==> src/rtl/lsu_subword.sv <==
`default_nettype none
// ============================================================================
// Module      : lsu_subword
// Description : Load/store unit in front of a word-wide byte-array data memory.
//               Handles byte and halfword loads with sign or zero extension.
//               Byte and halfword stores use a read-modify-write sequence,
//               because the memory only writes full words.
//               Optional build macro LSU_MISALIGN_EN enables misalignment
//               flagging. Misaligned accesses then complete with err=1.
// Revision    : 1.0 - initial release
// ============================================================================
module lsu_subword #(
    parameter int ADDR_W = 10
) (
    input  logic              clk,
    input  logic              rst,
    input  logic              req,
    input  logic [2:0]        op,
    input  logic [31:0]       addr,
    input  logic [31:0]       wdata,
    output logic              ready,
    output logic              done,
    output logic              err,
    output logic [31:0]       rdata,
    output logic [ADDR_W-1:0] dm_addr,
    output logic [31:0]       dm_din,
    output logic              dm_we,
    input  logic [31:0]       dm_dout
);

    localparam logic [2:0] c_op_lb  = 3'd0;
    localparam logic [2:0] c_op_lh  = 3'd1;
    localparam logic [2:0] c_op_lw  = 3'd2;
    localparam logic [2:0] c_op_sb  = 3'd3;
    localparam logic [2:0] c_op_lbu = 3'd4;
    localparam logic [2:0] c_op_lhu = 3'd5;
    localparam logic [2:0] c_op_sh  = 3'd6;
    localparam logic [2:0] c_op_sw  = 3'd7;

    typedef enum logic [2:0] {
        S_IDLE   = 3'd0,
        S_LOAD   = 3'd1,
        S_RMW_RD = 3'd2,
        S_WRITE  = 3'd3,
        S_RESP   = 3'd4
    } state_t;

    state_t              r_state;
    state_t              w_next;
    logic [ADDR_W-1:0]   r_addr;
    logic [2:0]          r_op;
    logic [31:0]         r_wdata;
    logic [31:0]         r_merge;
    logic [31:0]         r_rdata;
    logic                r_err;
    logic                w_accept;
    logic                w_misalign;
    logic [7:0]          w_byte;
    logic [15:0]         w_half;
    logic [31:0]         w_load;
    logic [31:0]         w_merge;
    logic                w_unused;

    // Upper address bits lie outside the memory and are deliberately dropped.
    assign w_unused = &{1'b0, addr[31:ADDR_W]};

    assign w_accept = req && (r_state == S_IDLE);

`ifdef LSU_MISALIGN_EN
    // Flag halfword accesses on odd addresses and word accesses off a word boundary.
    always_comb begin
        w_misalign = 1'b0;
        case (op)
            c_op_lh, c_op_lhu, c_op_sh: w_misalign = addr[0];
            c_op_lw, c_op_sw:           w_misalign = |addr[1:0];
            default:                    w_misalign = 1'b0;
        endcase
    end
`else
    assign w_misalign = 1'b0;
`endif

    // State register; reset aborts whatever access is in flight.
    always_ff @(posedge clk) begin
        if (rst) r_state <= S_IDLE;
        else     r_state <= w_next;
    end

    // Next-state selection from the accepted op and the current step.
    always_comb begin
        w_next = r_state;
        case (r_state)
            S_IDLE: begin
                if (w_accept) begin
                    if (w_misalign) begin
                        w_next = S_RESP;
                    end else begin
                        case (op)
                            c_op_sw:          w_next = S_WRITE;
                            c_op_sb, c_op_sh: w_next = S_RMW_RD;
                            default:          w_next = S_LOAD;
                        endcase
                    end
                end
            end
            S_LOAD:   w_next = S_RESP;
            S_RMW_RD: w_next = S_WRITE;
            S_WRITE:  w_next = S_RESP;
            S_RESP:   w_next = S_IDLE;
            default:  w_next = S_IDLE;
        endcase
    end

    // Lane extraction and extension of the word read from memory.
    always_comb begin
        w_byte = dm_dout[7:0];
        case (r_addr[1:0])
            2'd1:    w_byte = dm_dout[15:8];
            2'd2:    w_byte = dm_dout[23:16];
            2'd3:    w_byte = dm_dout[31:24];
            default: w_byte = dm_dout[7:0];
        endcase
        w_half = r_addr[1] ? dm_dout[31:16] : dm_dout[15:0];
        case (r_op)
            c_op_lb:  w_load = {{24{w_byte[7]}}, w_byte};
            c_op_lbu: w_load = {24'd0, w_byte};
            c_op_lh:  w_load = {{16{w_half[15]}}, w_half};
            c_op_lhu: w_load = {16'd0, w_half};
            default:  w_load = dm_dout;
        endcase
    end

    // Overlay the store lane onto the word read back, keeping the other bytes.
    always_comb begin
        w_merge = dm_dout;
        if (r_op == c_op_sb)
            w_merge[{r_addr[1:0], 3'b000} +: 8] = r_wdata[7:0];
        else if (r_op == c_op_sh)
            w_merge[{r_addr[1], 4'b0000} +: 16] = r_wdata[15:0];
    end

    // Request latching, merge capture, load result and error flag.
    always_ff @(posedge clk) begin
        if (rst) begin
            r_addr  <= '0;
            r_op    <= '0;
            r_wdata <= '0;
            r_merge <= '0;
            r_rdata <= '0;
            r_err   <= 1'b0;
        end else begin
            if (w_accept) begin
                r_addr  <= addr[ADDR_W-1:0];
                r_op    <= op;
                r_wdata <= wdata;
                r_err   <= w_misalign;
            end
            if (r_state == S_LOAD)   r_rdata <= w_load;
            if (r_state == S_RMW_RD) r_merge <= w_merge;
        end
    end

    assign ready   = (r_state == S_IDLE);
    assign done    = (r_state == S_RESP);
    assign err     = done && r_err;
    assign rdata   = r_rdata;
    assign dm_addr = {r_addr[ADDR_W-1:2], 2'b00};
    assign dm_din  = (r_op == c_op_sw) ? r_wdata : r_merge;
    assign dm_we   = (r_state == S_WRITE) && !rst;

endmodule
`default_nettype wire
==> config.mk <==
export PLATFORM = sky130hd
export DESIGN_NAME = lsu_subword
export DESIGN_NICKNAME = d
export VERILOG_FILES = /design/src/rtl/lsu_subword.sv
export SDC_FILE = /design/constraint.sdc
export NUM_CORES = 1
export LEC_CHECK = 0
export BUFFER_PORTS_ARGS = -buffer_cell sky130_fd_sc_hd__buf_2
export CAP_MARGIN = 30
export CORE_MARGIN = 2
export CORE_UTILIZATION = 47
export CTS_CLUSTER_SIZE = 10
export DETAILED_ROUTE_END_ITERATION = 12
export GPL_TIMING_DRIVEN = 0
export MAX_ROUTING_LAYER = met4
export PLACE_DENSITY = 0.77
export RECOVER_POWER = 50
export SLEW_MARGIN = 15
export SYNTH_ARGS = -nofsm -noshare
export SYNTH_HDL_FRONTEND = slang
export SYNTH_SLANG_ARGS = --single-unit
==> constraint.sdc <==
create_clock -name clk -period 2.5 [get_ports clk]
set_input_delay 0.125 -clock clk [delete_from_list [all_inputs] [get_ports clk]]
set_output_delay 0.125 -clock clk [all_outputs]
set_load 0.01 [all_outputs]
* After elaboration in Yosys (flattened, before gate mapping)
Cells that the tools add are included.
** Storage, ports and cells
- Logic and storage cells :: 47
- Output and inout bits :: 78
- Input port bits :: 102
- Flip-flop bits (word level) :: 112
** Cells by class
- Shift operators :: 4
- Add/subtract/negate cells :: 2
- Muxes and demuxes :: 11
- Equality and inequality tests :: 17
- Reductions and logical operators :: 7
** Operator list (count)
- case mux 32 bit (4 select lines) :: 1
- two-way mux 32 bit :: 3
- bitwise mux 32 bit :: 2
- variable shift 16 x 7 -> 32 bit (first input constant) :: 1
- variable shift 8 x 7 -> 32 bit (first input constant) :: 1
- variable part select 16 x 7 -> 32 bit :: 1
- variable part select 8 x 7 -> 32 bit :: 1
- case mux 8 bit (3 select lines) :: 1
- == test 3 bit (second input constant) :: 7
- two-way mux 16 bit :: 1
- negation 5 -> 7 bit :: 2
- == test 3 x 2 -> 1 bit (second input constant) :: 4
- case mux 3 bit (3 select lines) :: 1
- == test 3 x 1 -> 1 bit (second input constant) :: 2
- zero test 3 bit :: 2
- == test 2 bit (second input constant) :: 2
- case mux 2 bit (2 select lines) :: 1
- OR reduction 2 bit :: 2
- two-way mux 3 bit :: 1
- == test 2 x 1 -> 1 bit (second input constant) :: 1
- logical AND 1 bit :: 2
- != test 2 x 1 -> 1 bit (second input constant) :: 1
- zero test 1 bit :: 1

* Logic depth before layout (Yosys ltp)
- Word-level depth :: 5
- Gate-level depth with buffers :: 10
- Depth with buffers taken out :: 6

* Worst setup path after synthesis
No wires, ideal clock.
- Kind :: flip-flop to flip-flop
- Start :: reg r_addr[1]
- End :: reg r_rdata[20] (netlist: rdata[20])
- Library setup time :: 119 ps
- Period minus slack after synthesis :: 2404 ps
- Cell stages (with the launch flop) :: 11
- Required time :: 2381 ps
- Slack :: 96 ps
- Path buffers :: 4
- Data arrival time :: 2284 ps
- Cells stage by stage :: dfxtp_1 buf_4 buf_2 clkinv_1 ha_1 buf_2 a21oi_1 a2111oi_4 o31ai_4 buf_6 a21oi_1
** Between the ends
- Word-level cells in the longest chain between the ends :: 3
- Elaborated cells between the ends (all ways) :: 6
- Those cells by class :: eq/ne: 3; mux: 3
** Ends and longest elaborated chain
- start: declaration :: line 50 : logic [ADDR_W-1:0] r_addr;
- start signal: assignment :: line 153 : r_addr <= addr[ADDR_W-1:0];
- == test 2 bit or == test 2 x 1 -> 1 bit (tied branches) :: line 117 : case (r_addr[1:0])
- case mux 8 bit (3 select lines) :: line 117
- case mux 32 bit (4 select lines) (*) :: line 124 : case (r_op)
- end signal: assignment :: line 158 : if (r_state == S_LOAD) r_rdata <= w_load;
- end: declaration :: line 54 : logic [31:0] r_rdata;
Every way passes the cells marked *; elsewhere a longest branch is shown, timed or not.
A chain may end at the register's enable or synchronous reset.

* Final worst setup path
- Start :: reg r_addr[0]
- End :: reg r_rdata[31] (netlist: rdata[31])
** Between the ends
- Word-level cells in the longest chain between the ends :: 3
- Elaborated cells between the ends (all ways) :: 5
- Those cells by class :: eq/ne: 3; mux: 2
** Ends and longest elaborated chain (line)
- == test 2 bit or == test 2 x 1 -> 1 bit (tied branches) :: 117
- case mux 8 bit (3 select lines) (*) :: 117
- case mux 32 bit (4 select lines) (*) :: 124
Marks and branches as above.

==> impl_metrics.toml <==
[status]
status = "finished, final reports clean"

[pwr]
p_comb_share_pct = 19.4
p_seq_share_pct = 45.9
p_leak_nw = 3.19
power.switching_fraction_pct = 29.3
max-vdd-ir-drop_mv = 0.480
clkPwrFrac_pct = 34.7
p_total_mw = 4.37
switchingPower_mw = 1.28
internal_power_mw = 3.09
p_per_area_nw_per_um2 = 593

[timing]
finalSetupTns_ns = 0
layout_min_cycle_time_ns = 2.32
maxSlewViolCount = 0
hold_viol_final = 0
rsz0062_at_grt = "no"
fin_ws_ns = 0.182
setup_viol = 0
fin_crit_sh_pct = 92.7
slew_headroom_pct = 50.3
fin_skew_ns = 0.00424
timing.fmax_mhz = 431
tightest_slew_ns = 0.742

[final_layout]
antennaDiodeCount = 0
fin_nets = 999
n_fill_cell = 1095
areaGrowthSynthToFinish_pct = 27.8
final_core_util_pct = 61.3
final_common_cell = "nand2_1"
fin_area_um2 = 7360
most-common-layout-cells = "nand2_1, buf_2, dfxtp_1, clkbuf_1, a21oi_1"
drive_gt1_share_pct = 24.1

[detailed_routing]
routed_wl_um = 19200
dr.pass1.iters = 8
viasPerCell = 5.87
final_antenna_net_count = 0
first_iter_violations = 514
drcViolationCount = 0
dr_total_vias = 6127
wire_per_inst_um = 18.4

[yosys]
synth_top_area_share_pct = 38.9
synth_seq_area_share_pct = 38.9
synth_flop_cell = "dfxtp_1"
syn_inst = 690
synth.distinct_cells = 51
ys_ff_latch = 112
yosys_warnings = 0
syn_area_per_cell_um2 = 8.35
synth_edf_count = 0
syn-cell-area_um2 = 5760
synth-async-reset-ratio_pct = 0
yosys-top-cells-area = "dfxtp_1, nand2_1, mux2_2"
yosysTopAreaCell = "dfxtp_1"

[min_path]
min-delay-start = "wdata[31]"
worst_hold_path_type = "in -> reg"

[floorplanning]
die-area_um2 = 13200
die_h_um = 115
core_region_area_um2 = 12000
rows = 40
fp.dieW_um = 115
num_io_pins = 180
initial_utilization_pct = 48.0

[clock_tree]
clock_latency_ns = 0.36
cts_tree = "done"
cts_htree_levels = 3
clock_sinks = 112
numCtsBuffers = 9
clk_pin_slew_ns = 0.07
root_buffer = "clkbuf_16"
cts_buffer_depth = 2

[setup_path]
worstPathRequired_ns = 2.73
reg2reg_depth = 8
arrival_ns = 2.55
end_kind = "flip-flop"
critPathMaxStageDelay_ns = 0.60
critPathSlowestCell = "dfxtp_1"
crit_path_cell_trace = "inv_1 -> ha_1 -> buf_2 -> a22oi_1 -> a2111oi_4 -> o31ai_4 -> buf_4 -> a211oi_1"
reg2reg_to = "rdata[31]$_SDFFE_PP0N_"
crit_type = "reg -> reg"
r2r_start = "r_addr[0]$_SDFFE_PP0P_"
ff2ff_setup_slack_ns = 0.18
cp-startpoint = "r_addr[0]$_SDFFE_PP0P_"
worstPathMaxFanout = 10
critPathLaunchType = "flip-flop"
endpoint = "rdata[31]$_SDFFE_PP0N_"

[global_routing]
grt_pass1_wl_um = 30000
grt_pass1_vias = 5653
antenna_found_initial = 0
grt_max_degree = 20
overflow = 0
track_usage_pct = 30.4

[place]
place_hpwl_um = 13800
portBuffers = 154
gp_congestion = 0.988
placed_area_um2 = 6730
place_ws_ns = -0.539

[flow_run]
drv_cap = 0
cell usage after synthesis (9+ instances only):
master	n
a21o_1	16
a21oi_1	62
a221oi_1	40
a311oi_1	16
buf_2	24
buf_4	12
clkbuf_1	29
dfxtp_1	112
mux2_2	39
nand2_1	152
nand3_1	16
nor2_1	21
nor2b_1	9
nor3_1	16
o21ai_0	45
state kept, by name (all words and copies together) (netlist names):
register	cells
r_merge	32
r_wdata	32
rdata	32
r_addr	10
r_op	3
r_state	3
final cells by class:
type | instances | area (µm²) | area share (%)
Clock buffer | 11 | 253 | 3.43
Sequential cell | 112 | 2240 | 30.5
Buffer | 69 | 350 | 4.76
Inverter | 7 | 28.8 | 0.391
Tap cell | 147 | 184 | 2.50
Clock inverter | 5 | 62.6 | 0.850
Multi-Input combinational cell | 502 | 3160 | 42.9
Timing Repair Buffer | 191 | 1090 | 14.7
kinds of logic after synthesis:
group           count (synthesis)  synth area share, %
mux                            40                 7.79
compound gates                214                 26.2
simple gates                  239                 19.1
fa+ha+maj                       5                 1.09
xor+xnor                        1                0.152
buf+inv                        78                 6.69
flops                         112                 38.9
other cells                     1               0.0651
metal layers:
| layer | vias to the layer above | part of all wire [%] | track usage, % |
|---|---|---|---|
| li1 | 2913 | - | - |
| met1 | 2876 | 42 | 39.0 |
| met2 | 293 | 46 | 46.5 |
| met3 | 45 | 8.5 | 6.22 |
| met4 | 0 | 3.4 | 13.3 |
| met5 | - | 0 | - |
power groups by stage:
stage | Sequential, mW | Clock [mW] | Combinational [mW]
2_1_floorplan | 2.03 | 0 | 0.476
3_3_place_gp | 2.04 | 0 | 0.791
3_5_place_dp | 2.04 | 0 | 0.801
4_1_cts | 2.00 | 1.54 | 0.850
5_1_grt | 2.02 | 1.62 | 0.927
6_report | 2.00 | 1.51 | 0.848
per-stage QoR:
step	hold WS [ns]	instances
4_1_cts	0.000176	1045
3_5_place_dp	0.365	993
2_1_floorplan	0.229	692
5_1_grt	0.00683	1044
6_report	0.0107	1044
3_3_place_gp	0.360	993
what timing repair did:
item	4_1_cts	5_1_grt
setup endpoints to repair	64	17
pin swaps	2	2
hold buffers	36	0
cloned	0	0
resized for setup	5	4
setup buffers	1	0
endpoints found under the hold margin	36	0
worst min-delay path by stage:
| stage | cells past startpoint | to |
|---|---|---|
| finish | 3 | r_wdata[31]$_SDFFE_PP0P_ |
| global route | 3 | r_wdata[6]$_SDFFE_PP0P_ |
| CTS | 3 | r_wdata[31]$_SDFFE_PP0P_ |
| detailed placement | 2 | r_state[0]$_SDFFE_PP0P_ |
| global placement | 2 | r_state[0]$_SDFFE_PP0P_ |
| floorplan | 1 | r_state[0]$_SDFFE_PP0P_ |
worst max-delay path: cells and delay by family (launching register included):
kind / cells / cell delay [ns]
AO/OA/AOI/OAI: 4 / 0.83
buffers and inverters: 3 / 0.54
flip-flops: 1 / 0.60
adder cells (fa/ha/maj): 1 / 0.22
No activity file was read; power rests on OpenSTA's default activity.
